<file path="src/rtl/in_pkt_builder_if.sv">
// rtl/in_pkt_builder_if.sv - IN FIFO read port and transmit byte stream between the packet builder and its neighbours
interface in_pkt_builder_if;
  logic       in_req;
  logic [7:0] in_data;
  logic       in_valid;
  logic       in_ready;
  logic [7:0] tx_data;
  logic       tx_valid;
  logic       tx_ready;

  modport master (
    output in_req,
    output in_ready,
    output tx_data,
    output tx_valid,
    input  in_data,
    input  in_valid,
    input  tx_ready
  );

  modport slave (
    input  in_req,
    input  in_ready,
    input  tx_data,
    input  tx_valid,
    output in_data,
    output in_valid,
    output tx_ready
  );
endinterface

</file>
<file path="src/rtl/in_pkt_builder.sv">
// rtl/in_pkt_builder.sv - builds a USB full-speed DATA0/DATA1 packet (PID, payload, inverted CRC16) for an IN transaction
module in_pkt_builder #(
  parameter int IN_MAXPACKETSIZE = 8
) (
  input  logic             clk_i,
  input  logic             rst_i,
  input  logic             tx_start_i,
  input  logic             data_toggle_i,
  input  logic             abort_i,
  in_pkt_builder_if.master bus,
  output logic             tx_done_o,
  output logic             busy_o
);
  localparam int CNT_W = $clog2(IN_MAXPACKETSIZE + 1);
  localparam logic [CNT_W-1:0] CNT_MAX = CNT_W'(IN_MAXPACKETSIZE);

  typedef enum logic [2:0] {
    S_IDLE,
    S_PID,
    S_FETCH,
    S_DATA,
    S_CRC_LO,
    S_CRC_HI
  } state_e;

  state_e           state_q, state_d;
  logic [15:0]      crc_q, crc_d;
  logic [CNT_W-1:0] cnt_q, cnt_d;
  logic [1:0]       settle_q, settle_d;
  logic [7:0]       tx_data_q, tx_data_d;
  logic             tx_valid_q, tx_valid_d;
  logic             in_req_q, in_req_d;
  logic             tx_done_q, tx_done_d;
  logic             in_ready;
  logic             accept;

  // Reflected CRC16 (poly 0x8005 -> 0xA001), data bits consumed LSB first.
  function automatic logic [15:0] crc16_byte(input logic [15:0] crc, input logic [7:0] data);
    logic [15:0] c;
    c = crc;
    for (int i = 0; i < 8; i++) begin
      if (c[0] ^ data[i]) c = (c >> 1) ^ 16'hA001;
      else                c = c >> 1;
    end
    return c;
  endfunction

  assign accept = tx_valid_q && bus.tx_ready;

  always_comb begin
    state_d    = state_q;
    crc_d      = crc_q;
    cnt_d      = cnt_q;
    settle_d   = (settle_q != 2'd0) ? settle_q - 2'd1 : 2'd0;
    tx_data_d  = tx_data_q;
    tx_valid_d = tx_valid_q;
    in_req_d   = in_req_q;
    tx_done_d  = 1'b0;
    in_ready   = 1'b0;

    if (abort_i) begin
      state_d    = S_IDLE;
      tx_valid_d = 1'b0;
      in_req_d   = 1'b0;
    end else begin
      case (state_q)
        S_IDLE: begin
          if (tx_start_i) begin
            in_req_d   = 1'b1;
            tx_valid_d = 1'b1;
            tx_data_d  = data_toggle_i ? 8'h4B : 8'hC3;
            crc_d      = 16'hFFFF;
            cnt_d      = '0;
            settle_d   = 2'd2;
            state_d    = S_PID;
          end
        end
        S_PID, S_DATA: begin
          if (accept) begin
            tx_valid_d = 1'b0;
            state_d    = S_FETCH;
          end
        end
        S_FETCH: begin
          // settle lets the FIFO's registered valid catch up with in_req or the last pop
          if (settle_q == 2'd0) begin
            if (cnt_q == CNT_MAX || !bus.in_valid) begin
              tx_data_d  = ~crc_q[7:0];
              tx_valid_d = 1'b1;
              state_d    = S_CRC_LO;
            end else begin
              in_ready   = 1'b1;
              tx_data_d  = bus.in_data;
              tx_valid_d = 1'b1;
              crc_d      = crc16_byte(crc_q, bus.in_data);
              cnt_d      = cnt_q + CNT_W'(1);
              settle_d   = 2'd2;
              state_d    = S_DATA;
            end
          end
        end
        S_CRC_LO: begin
          if (accept) begin
            tx_data_d = ~crc_q[15:8];
            state_d   = S_CRC_HI;
          end
        end
        S_CRC_HI: begin
          if (accept) begin
            tx_valid_d = 1'b0;
            in_req_d   = 1'b0;
            tx_done_d  = 1'b1;
            state_d    = S_IDLE;
          end
        end
        default: state_d = S_IDLE;
      endcase
    end
  end

  always_ff @(posedge clk_i) begin
    if (rst_i) begin
      state_q    <= S_IDLE;
      crc_q      <= 16'hFFFF;
      cnt_q      <= '0;
      settle_q   <= 2'd0;
      tx_data_q  <= 8'h00;
      tx_valid_q <= 1'b0;
      in_req_q   <= 1'b0;
      tx_done_q  <= 1'b0;
    end else begin
      state_q    <= state_d;
      crc_q      <= crc_d;
      cnt_q      <= cnt_d;
      settle_q   <= settle_d;
      tx_data_q  <= tx_data_d;
      tx_valid_q <= tx_valid_d;
      in_req_q   <= in_req_d;
      tx_done_q  <= tx_done_d;
    end
  end

  assign bus.in_req   = in_req_q;
  assign bus.in_ready = in_ready;
  assign bus.tx_data  = tx_data_q;
  assign bus.tx_valid = tx_valid_q;
  assign tx_done_o    = tx_done_q;
  assign busy_o       = (state_q != S_IDLE);
endmodule

</file>
<file path="src/flat_wrapper.sv">
// flat-port wrapper written by rule: the top's interface ports become plain ports
module in_pkt_builder_flat 
#(
  parameter int IN_MAXPACKETSIZE = 8
)
  (clk_i, rst_i, tx_start_i, data_toggle_i, abort_i, tx_done_o, busy_o, bus_in_req, bus_in_ready, bus_tx_data, bus_tx_valid, bus_in_data, bus_in_valid, bus_tx_ready);
  in_pkt_builder_if bus_i ();
  input  logic clk_i;
  input  logic rst_i;
  input  logic tx_start_i;
  input  logic data_toggle_i;
  input  logic abort_i;
  output logic tx_done_o;
  output logic busy_o;
  output wire logic [$bits(bus_i.in_req)-1:0] bus_in_req;
  output wire logic [$bits(bus_i.in_ready)-1:0] bus_in_ready;
  output wire logic [$bits(bus_i.tx_data)-1:0] bus_tx_data;
  output wire logic [$bits(bus_i.tx_valid)-1:0] bus_tx_valid;
  input wire logic [$bits(bus_i.in_data)-1:0] bus_in_data;
  input wire logic [$bits(bus_i.in_valid)-1:0] bus_in_valid;
  input wire logic [$bits(bus_i.tx_ready)-1:0] bus_tx_ready;
  assign bus_in_req = bus_i.in_req;
  assign bus_in_ready = bus_i.in_ready;
  assign bus_tx_data = bus_i.tx_data;
  assign bus_tx_valid = bus_i.tx_valid;
  assign bus_i.in_data = bus_in_data;
  assign bus_i.in_valid = bus_in_valid;
  assign bus_i.tx_ready = bus_tx_ready;
  in_pkt_builder #(.IN_MAXPACKETSIZE(IN_MAXPACKETSIZE)) u_core (.clk_i(clk_i), .rst_i(rst_i), .tx_start_i(tx_start_i), .data_toggle_i(data_toggle_i), .abort_i(abort_i), .bus(bus_i), .tx_done_o(tx_done_o), .busy_o(busy_o));
endmodule
</file>
<file path="config.mk">
export PLATFORM = sky130hd
export DESIGN_NAME = in_pkt_builder_flat
export DESIGN_NICKNAME = d
export VERILOG_FILES = /design/src/rtl/in_pkt_builder_if.sv /design/src/rtl/in_pkt_builder.sv /design/src/flat_wrapper.sv
export SDC_FILE = /design/constraint.sdc
export NUM_CORES = 1
export LEC_CHECK = 0
export CAP_MARGIN = 30
export CORE_UTILIZATION = 55
export CTS_BUF_LIST = sky130_fd_sc_hd__clkbuf_8
export DETAILED_ROUTE_END_ITERATION = 10
export GPL_TIMING_DRIVEN = 1
export PLACE_DENSITY = 0.87
export SYNTH_ARGS = -nofsm -noshare
export SYNTH_HDL_FRONTEND = slang
export SYNTH_SLANG_ARGS = --single-unit
</file>
<file path="constraint.sdc">
create_clock -name clk_i -period 5.5 [get_ports clk_i]
set_clock_uncertainty 0.15 [all_clocks]
set_input_delay 1.1 -clock clk_i [delete_from_list [all_inputs] [get_ports clk_i]]
set_output_delay 1.1 -clock clk_i [all_outputs]
set_load 0.01 [all_outputs]
</file>
==> flow_summary.json <==
{
  "status": "complete, no violations",
  "first_pass_iters": 4,
  "dp_cells": 289,
  "viasPerCell": 5.92,
  "hold_depth": 2,
  "grt_pass1_vias": 1552,
  "synth_seq_cells": 36,
  "setup_violations": 0,
  "antenna_found_initial": 0,
  "period_minus_slack_ns": 4.35,
  "slew_viol_final": 0,
  "cts_root_buffer": "clkbuf_8",
  "startpoint_type": "input port",
  "ctsHoldBuffers": 0,
  "power.density_mw_per_mm2": 239,
  "syn_to_final_growth_pct": 19.9,
  "clk_path_buf_depth": 2,
  "postRouteAntennaNets": 0,
  "core.rowCount": 21,
  "fin_crit_sh_pct": 79.1,
  "multi_input_area_sq_mm": 0.00114,
  "drive_above_1_share_pct": 8.00,
  "synth_edf_count": 0,
  "path_max_fanout": 7,
  "syn_nets": 243,
  "required_ns": 4.25,
  "reg2reg_slack_ns": 2.69,
  "tritoncts": "yes",
  "peakVddDrop_mv": 0.137,
  "wl_mm": 4.54,
  "grt_pass1_wl_mm": 7.54,
  "overflow": 0,
  "fillers": 277,
  "regArea_sq_um": 721,
  "synthCells": 226,
  "vias": 1751,
  "cts_max_level": 2,
  "syn_area_sq_mm": 0.00192,
  "num_io_pins": 28,
  "layout_common_cells": "dfxtp_1, clkdlybuf4s50_1, nor2_1",
  "wl_per_cell_um": 15.3,
  "finalPower_w": 0.000551,
  "syn_avg_cell_area_sq_um": 8.50,
  "fin_nets": 267,
  "dieArea_sq_mm": 0.00373,
  "dieWidth_um": 61.1,
  "grt_max_degree": 26,
  "grtUsageTotal_pct": 28.0,
  "postCtsSetupBuffers": 0,
  "drcViolationCount": 0,
  "n_antenna_cell": 0,
  "cts_buffers": 5,
  "reg2reg_depth": 5,
  "yosysWarnings": 0,
  "die_h_um": 61.1,
  "gp_congestion": 0.944,
  "rsz0062_at_grt": "no",
  "worstMarginPinSlew_ns": 0.888,
  "cts.reportedPaths.clkPinSlew_ns": 0.07,
  "synth_cell_types": 43,
  "hp-class": "flip-flop to flip-flop",
  "initial_core_util_pct": 57.6,
  "cts-resized-gates": 0,
  "clock_latency_ns": 0.29,
  "final_cells": 296,
  "worstSetupPathType": "input port to output pin",
  "critPathCaptureType": "output pin",
  "total_leakage_power_nw": 0.841,
  "numPortBuffers": 27,
  "cp.arrival_ns": 3.10,
  "synth-async-reset-ratio_pct": 0,
  "coreArea_sq_mm": 0.00334,
  "mostFrequentLayoutCell": "dfxtp_1",
  "finalHoldViolCount": 0,
  "drt_iter0_drc": 163,
  "synth-main-ff-cell": "dfxtp_1",
  "max_freq_mhz": 230,
  "place_hpwl_mm": 3.27,
  "max_slew_margin_pct": 40.6,
  "ys_seq_area_share_pct": 37.5,
  "maxCapViolCount": 0,
  "cts_sinks": 36,
  "setup_tns_ns": 0
}
## area by class of cell
type	count	area share [%]
Sequential cell	36	31.3
Tap cell	46	2.50
Timing Repair Buffer	27	11.7
Inverter	5	0.815
Clock buffer	7	4.18
Multi-Input combinational cell	175	49.5
## cells by family after synthesis
group	after synthesis	share of synthesized area [%]
simple gates	86	22.0
flops	36	37.5
xor+xnor	23	13.5
fa+ha+maj	2	1.30
buf+inv	15	3.13
compound gates	64	22.6
## routing by layer
layer / global-route usage, % / vias up / part of all wire, %
li1: - / 855 / -
met1: 36.6 / 826 / 45
met2: 45.3 / 61 / 48
met3: 6.30 / 9 / 5.1
met4: 10.4 / 0 / 1.7
met5: 0 / - / 0
## Yosys cell counts (2+ instances only)
| master | instances | area, sq um |
|---|---|---|
| dfxtp_1 | 36 | 721 |
| nor2_1 | 26 | 97.6 |
| a21oi_1 | 22 | 110 |
| nor3_1 | 17 | 85.1 |
| nand2_1 | 14 | 52.6 |
| xnor2_1 | 13 | 114 |
| o21bai_1 | 11 | 82.6 |
| o21ai_0 | 9 | 45.0 |
| clkbuf_1 | 7 | 26.3 |
| a211oi_1 | 6 | 45.0 |
| nand3_1 | 6 | 30.0 |
| inv_1 | 5 | 18.8 |
| xor2_1 | 5 | 43.8 |
| a221o_1 | 4 | 40.0 |
| or3_1 | 4 | 25.0 |
| buf_2 | 3 | 15.0 |
| nand2b_1 | 3 | 18.8 |
| nor3b_1 | 3 | 22.5 |
| o221a_2 | 3 | 33.8 |
| a31oi_1 | 2 | 12.5 |
| ha_1 | 2 | 25.0 |
| nor2b_1 | 2 | 12.5 |
| or2_2 | 2 | 12.5 |
| xnor3_1 | 2 | 45.0 |
## sequential cells by signal, summed over array words and instances (netlist names)
signal               count
u_core.cnt_q             4
u_core.state_q           3
u_core.settle_q          2
u_core.bus.tx_valid      1
u_core.bus.tx_data       8
u_core.bus.in_req        1
u_core.tx_done_o         1
u_core.crc_q            16
## power breakdown
part | switching, W | total (W) | internal (W)
clock | 0.0000912 | 0.000203 | 0.000111
sequential | 0.00000357 | 0.000268 | 0.000265
combinational | 0.0000392 | 0.0000806 | 0.0000415
total | 0.000134 | 0.000551 | 0.000417
## through the flow
stage | area [sq um] | setup slack, ns | hold WS (ns) | util (%)
after global routing | 2300 | 1.03 | 0.332 | 69.0
after global placement | 2210 | 1.24 | 0.292 | 66.1
after floorplan | 1920 | 2.51 | 0.295 | -
after CTS | 2300 | 1.18 | 0.313 | 69.0
after detailed placement | 2210 | 1.19 | 0.303 | 66.1
final | 2300 | 1.15 | 0.308 | 69.0
## worst paths after layout
| kind | start | endpoint |
|---|---|---|
| setup / recovery | bus_in_valid | bus_in_ready |
| hold / removal | u_core.bus.tx_data[3] | u_core.bus.tx_data[3] |
| setup reg to reg | u_core.state_q[1] | u_core.crc_q[14] |
| hold reg to reg | u_core.bus.tx_data[3] | u_core.bus.tx_data[3] |
## worst max-delay path, cell delays in order
cell and delay, ns:
clkdlybuf4s50_1 0.57, inv_1 0.15, nor2_1 0.28, nand4b_1 0.34, inv_1 0.13, clkdlybuf4s50_1 0.54
(Power assumes the default switching activity.)
